===== src/rtl/dither_rgb1.sv =====
// Two-stage 8-bit to 1-bit-per-channel error-diffusion dither with aligned sync/enable/frame.
// Optional DITHER_TEMPORAL_EN: a 2-bit frame counter rotates the per-line seed each frame.
module dither_rgb1 #(
  parameter bit         H_POL = 1'b0,
  parameter bit         V_POL = 1'b0,
  parameter logic [7:0] SEED  = 8'd128
) (
  input  logic       i_pix_clk,
  input  logic       i_rst,
  input  logic       i_hs,
  input  logic       i_vs,
  input  logic       i_de,
  input  logic       i_frame,
  input  logic [7:0] i_red,
  input  logic [7:0] i_green,
  input  logic [7:0] i_blue,
  output logic       o_hs,
  output logic       o_vs,
  output logic       o_de,
  output logic       o_frame,
  output logic       o_red,
  output logic       o_green,
  output logic       o_blue
);

  logic       hs_p1, vs_p1, vld_p1, frame_p1;
  logic [7:0] red_p1, green_p1, blue_p1;
  logic [7:0] err_r, err_g, err_b;
  logic [7:0] seed;
  logic [8:0] sum_r, sum_g, sum_b;

  // Carry out is the output bit; the low byte is the residual error (wraps, no saturation).
  function automatic logic [8:0] dither_sum(input logic [7:0] c, input logic [7:0] err);
    return {1'b0, c} + {1'b0, err};
  endfunction

  // Stage 1: register inputs
  always_ff @(posedge i_pix_clk or posedge i_rst) begin
    if (i_rst) begin
      hs_p1    <= ~H_POL;
      vs_p1    <= ~V_POL;
      vld_p1   <= 1'b0;
      frame_p1 <= 1'b0;
      red_p1   <= 8'd0;
      green_p1 <= 8'd0;
      blue_p1  <= 8'd0;
    end else begin
      hs_p1    <= i_hs;
      vs_p1    <= i_vs;
      vld_p1   <= i_de;
      frame_p1 <= i_frame;
      red_p1   <= i_red;
      green_p1 <= i_green;
      blue_p1  <= i_blue;
    end
  end

`ifdef DITHER_TEMPORAL_EN
  logic [1:0] fc;

  always_ff @(posedge i_pix_clk or posedge i_rst) begin
    if (i_rst)
      fc <= 2'd0;
    else if (frame_p1)
      fc <= fc + 2'd1;
  end

  assign seed = {fc, 6'b100000};
`else
  assign seed = SEED;
`endif

  assign sum_r = dither_sum(red_p1, err_r);
  assign sum_g = dither_sum(green_p1, err_g);
  assign sum_b = dither_sum(blue_p1, err_b);

  // Stage 2: dither and register outputs; blanking reloads the accumulators
  always_ff @(posedge i_pix_clk or posedge i_rst) begin
    if (i_rst) begin
      o_hs    <= ~H_POL;
      o_vs    <= ~V_POL;
      o_de    <= 1'b0;
      o_frame <= 1'b0;
      o_red   <= 1'b0;
      o_green <= 1'b0;
      o_blue  <= 1'b0;
      err_r   <= SEED;
      err_g   <= SEED;
      err_b   <= SEED;
    end else begin
      o_hs    <= hs_p1;
      o_vs    <= vs_p1;
      o_de    <= vld_p1;
      o_frame <= frame_p1;
      if (vld_p1) begin
        o_red   <= sum_r[8];
        o_green <= sum_g[8];
        o_blue  <= sum_b[8];
        err_r   <= sum_r[7:0];
        err_g   <= sum_g[7:0];
        err_b   <= sum_b[7:0];
      end else begin
        o_red   <= 1'b0;
        o_green <= 1'b0;
        o_blue  <= 1'b0;
        err_r   <= seed;
        err_g   <= seed;
        err_b   <= seed;
      end
    end
  end

endmodule


===== config.mk =====
export PLATFORM = sky130hd
export DESIGN_NAME = dither_rgb1
export DESIGN_NICKNAME = d
export VERILOG_FILES = /design/src/rtl/dither_rgb1.sv
export SDC_FILE = /design/constraint.sdc
export NUM_CORES = 1
export LEC_CHECK = 0
export CORE_MARGIN = 2
export CORE_UTILIZATION = 30
export CTS_BUF_LIST = sky130_fd_sc_hd__clkbuf_4
export DETAILED_ROUTE_END_ITERATION = 12
export DONT_BUFFER_PORTS = 1
export GPL_TIMING_DRIVEN = 0
export HOLD_SLACK_MARGIN = 0.05
export SETUP_SLACK_MARGIN = 0.3
export SLEW_MARGIN = 5
export SYNTH_ARGS = -nofsm -noshare
export SYNTH_HDL_FRONTEND = slang
export SYNTH_SLANG_ARGS = --single-unit

===== constraint.sdc =====
create_clock -name i_pix_clk -period 2.2 [get_ports i_pix_clk]
set_input_delay 0.33 -clock i_pix_clk [delete_from_list [all_inputs] [get_ports i_pix_clk]]
set_output_delay 0.33 -clock i_pix_clk [all_outputs]
set_load 0.01 [all_outputs]

# --- After elaboration in Yosys (flattened, before gate mapping) ---
# Cells that the tools add are included.
# W data, S select, Z words.
word_totals:
  word_cells: 26
  output_inout_bits: 7
  inputBits: 30
  reg_bits: 59
classes:
  n_addsub: 3
  muxes: 6
op_table:
  columns: ["operator", "n"]
  rows:
  - ["$add A8 B8 Y9", 3]
  - ["$mux W8", 3]
  - ["$mux W1", 3]

# --- Longest topological paths before layout ---
depth:
  ltp_word: 2
  depth_mapped: 6
  mapped_depth_nobuf: 6

# --- Worst setup path before layout ---
# Ideal clock, no wire load.
synth_timing:
  path_type: "register to register"
  from: "register green_p1[0]"
  to: "register err_g[6]"
  stages_incl_launch_ff: 7
  period_less_slack_ns: 1.705
  t_required_ns: 2.068
  t_arrival_ns: 1.574
  setup_slack_ns: 0.495
  n_path_buf: 0
  setup_time_ns: 0.132
  path_cell_list: "dfrtp_1 -> ha_1 -> fa_1 -> a21o_1 -> a221oi_2 -> xnor2_1 -> nor2_1"
synth_via:
  elab_chain_len: 2
synth_lines:
  columns: ["item", "line_no", "text"]
  rows:
  - ["start: declaration", "27", "logic [7:0] red_p1, green_p1, blue_p1;"]
  - ["start signal: assignment", "53", "green_p1 <= i_green;"]
  - ["$add A8 B8 Y9", "34", "return {1'b0, c} + {1'b0, err};"]
  - ["$mux W8", "95", "if (vld_p1) begin"]
  - ["end signal: assignment", "100", "err_g <= sum_g[7:0];"]
  - ["end: declaration", "28", "logic [7:0] err_r, err_g, err_b;"]
# No other way between the ends.

# --- Worst setup path after layout ---
layout_timing:
  from: "register blue_p1[0]"
  to: "register err_b[6]"
layout_via:
  elab_chain_len: 2
layout_lines:
  columns: ["item", "line_no", "text"]
  rows:
  - ["start: declaration", "27", null]
  - ["start signal: assignment", "54", "blue_p1 <= i_blue;"]
  - ["$add A8 B8 Y9", "34", null]
  - ["$mux W8", "95", null]
  - ["end signal: assignment", "101", "err_b <= sum_b[7:0];"]
  - ["end: declaration", "28", null]
# No other way between the ends.

==> run metrics <==
Routed wire per std cell=13.40 um; HPWL Detailed=3.374 mm; post-synthesis cell area=0.002641 mm2; Worst Path Arrival=2.08 ns; CP top delay family=adder cells; number of antenna violations at the first check in global routing=0; fmax=552.9 MHz; setup repair after global routing missed its margin=yes; syn_nets=270; power density over cell area=980.1 mW/mm2; fraction of layout cells with a size suffix above 1=0.1390; top post-synthesis cells by area=dfrtp_1, ha_1, dfstp_2, a21oi_1, nor2_1; Max transition margin=0.5245; Ant. Diodes=0; Slowest Stage Delay on Critical Path=~0.38 ns; Post-synth top flop=dfrtp_1; routed vias/inst=4.768; critical path endpoint category=flop; Syn Inst Count=~210; status=complete, no violations; startpoint types=flop; CTS buffer count=9; die extent in x=97.83 um; Netlist cell types=40; clock tree buffer depth=2; Vias=1750; number of global-route vias before repair=1858; Initial DRT Pass Iterations=4; pin count of the biggest net entering global routing=35; Hold Path Class=flop to flop; maximum VDD drop=between 0.3 and 0.4 mV; Antenna Violating Nets Remaining=0; Setup Buffers After CTS=0; max cap viols=0; Worst Skew=0.01529 ns; Worst Path Max Fanout=2; CTS root buf=clkbuf_4; Initial Util=0.3059; first-pass GRT wire length=8.473 mm; WP buf/inv=0; fill count=850; most numerous cell in the Yosys netlist=dfrtp_1; final setup violation count=0; Layout area overhead=23.54%; synthesis warning total=0; port bufs=0; final worst-path setup slack=a little under 0.4 ns; Post-synth EDFFs=0; post-synthesis sequential area ratio=0.5623; total gr overflow=0; period utilisation layout=0.8221; share of the synthesized area in the top cell type=0.4927; Placer Congestion=between 0.7 and 0.8; clock sinks=59; hold slack=about 0.36 ns; initial DRC count=65; die area=0.009571 mm2; TNS Setup=0 ns; Yosys reg bits=59; Final min period=1.809 ns; CTS H-tree lvls=3; cell taking the most area after synthesis=dfrtp_1; gr usage total=0.1128; asr flop ratio synth=1.000; Final Slew Violations=0; Final nets=311; die height=a little under 100 um; crit-path cells=ha_1 -> fa_2 -> a21o_1 -> a221oi_4 -> xnor2_1 -> nor2_1; Routed Wire Length=slightly below 5 mm; # rows=34; slowest CP cell=dfrtp_1; worst path required time=2.47 ns; IO Count=37; Clock transition at path regs=0.10 ns; Slew @ Worst Pin=0.7122 ns; dpl cell area=0.002796 mm2; P_leak=1.507 nW; Fin. Hold Viols=0; Tot Pwr=0.003198 W; worst slack at placement=0.3341 ns; Worst-Skew Late Latency=about 0.40 ns; post-synthesis area per instance=12.40 um2; CP Class=flop to flop; # DRC=0; CTS tree=yes; final instance area=0.003263 mm2; top post-synthesis cells by count=dfrtp_1, ha_1, nor2_1, a21oi_1, and3_1; Core ar.=~0.0086 mm2
state kept, by name, indices dropped and copies added, names as in the netlist:
signal / cells
frame_p1: 1
o_frame: 1
err_b: 8
hs_p1: 1
blue_p1: 8
o_blue: 1
o_red: 1
err_r: 8
err_g: 8
o_hs: 1
red_p1: 8
vld_p1: 1
o_vs: 1
o_green: 1
o_de: 1
green_p1: 8
vs_p1: 1
final timing paths:
kind                            start         to  slack, ns  cells past startpoint
hold reg to reg                 vs_p1       o_vs       0.36                      0
max in group asynchronous       i_rst      vs_p1       1.04                      3
min in group asynchronous       i_rst  red_p1[6]       0.49                      2
hold / removal                  vs_p1       o_vs       0.36                      0
setup / recovery           blue_p1[0]   err_b[6]       0.39                      6
setup reg to reg           blue_p1[0]   err_b[6]       0.39                      6
cell type report:
type,count,area [um2],share of cell area
sequential,59,1485,0.4551
multi-input combinational,143,1157,0.3547
timing repair buffer,30,310.3,0.09509
tap,108,135.1,0.04141
clock buffer,12,90.09,0.02761
clock inverter,4,42.54,0.01304
inverter,8,30.03,0.009202
buffer,3,12.51,0.003834
cells by family (layout without fill, tap and decap cells):
kind of cell | Yosys count | count (layout) | synth area share
xor gates and xnor gates | 9 | 9 | 0.02985
buffers and inverters | 11 | 57 | 0.01610
AOI/OAI and AO/OA | 41 | 41 | 0.1165
and+or+nand+nor | 65 | 65 | 0.1350
adders and majority gates | 27 | 27 | 0.1364
DFF | 59 | 59 | 0.5623
muxes | 1 | 1 | 0.003790
where the power goes:
| part | switching [W] | internal (W) | leakage, nW |
|---|---|---|---|
| sequential | 0.0000793 | 0.00128 | 0.709 |
| clock | 0.000367 | 0.000377 | 0.0764 |
| combinational | 0.000581 | 0.000514 | 0.721 |
per-stage QoR:
step                        util  instances
after floorplan                -        213
after detailed placement  0.3238        322
final                     0.3779        367
after global placement    0.3215        321
after CTS                 0.3728        367
after global routing      0.3779        367
per-layer routing:
metal  GRT usage  share of wire
met1      0.1344           0.46
met2      0.1776           0.46
met3     0.03651          0.047
met4     0.06838          0.029
met5           0              0
repair_timing:
action / 4_1_cts / 5_1_grt
resized for setup: 0 / 7
setup endpoints to repair: 0 / 6
endpoints found under the hold margin: 60 / 0
hold buffers: 29 / 0
placed cells by master, fill, tap and decap left out, types with 2 or more instances in the layout:
cell,count
a21boi_2,2
a21o_1,7
a21oi_1,13
a221oi_4,3
and2_1,6
and3_1,9
and4b_1,2
clkbuf_4,12
clkinv_1,2
dfrtp_1,52
dfstp_2,7
dlygate4sd3_1,29
fa_2,3
ha_1,23
inv_1,6
inv_2,2
nand2_1,5
nand2b_1,2
nand3_1,6
nand4_1,3
nor2_1,17
nor3_1,6
nor4_1,3
nor4b_1,2
o211a_1,3
o21ai_1,5
o22ai_1,2
xnor2_1,6
xor2_1,3
Note: power is estimated with default switching activity, not from simulation.
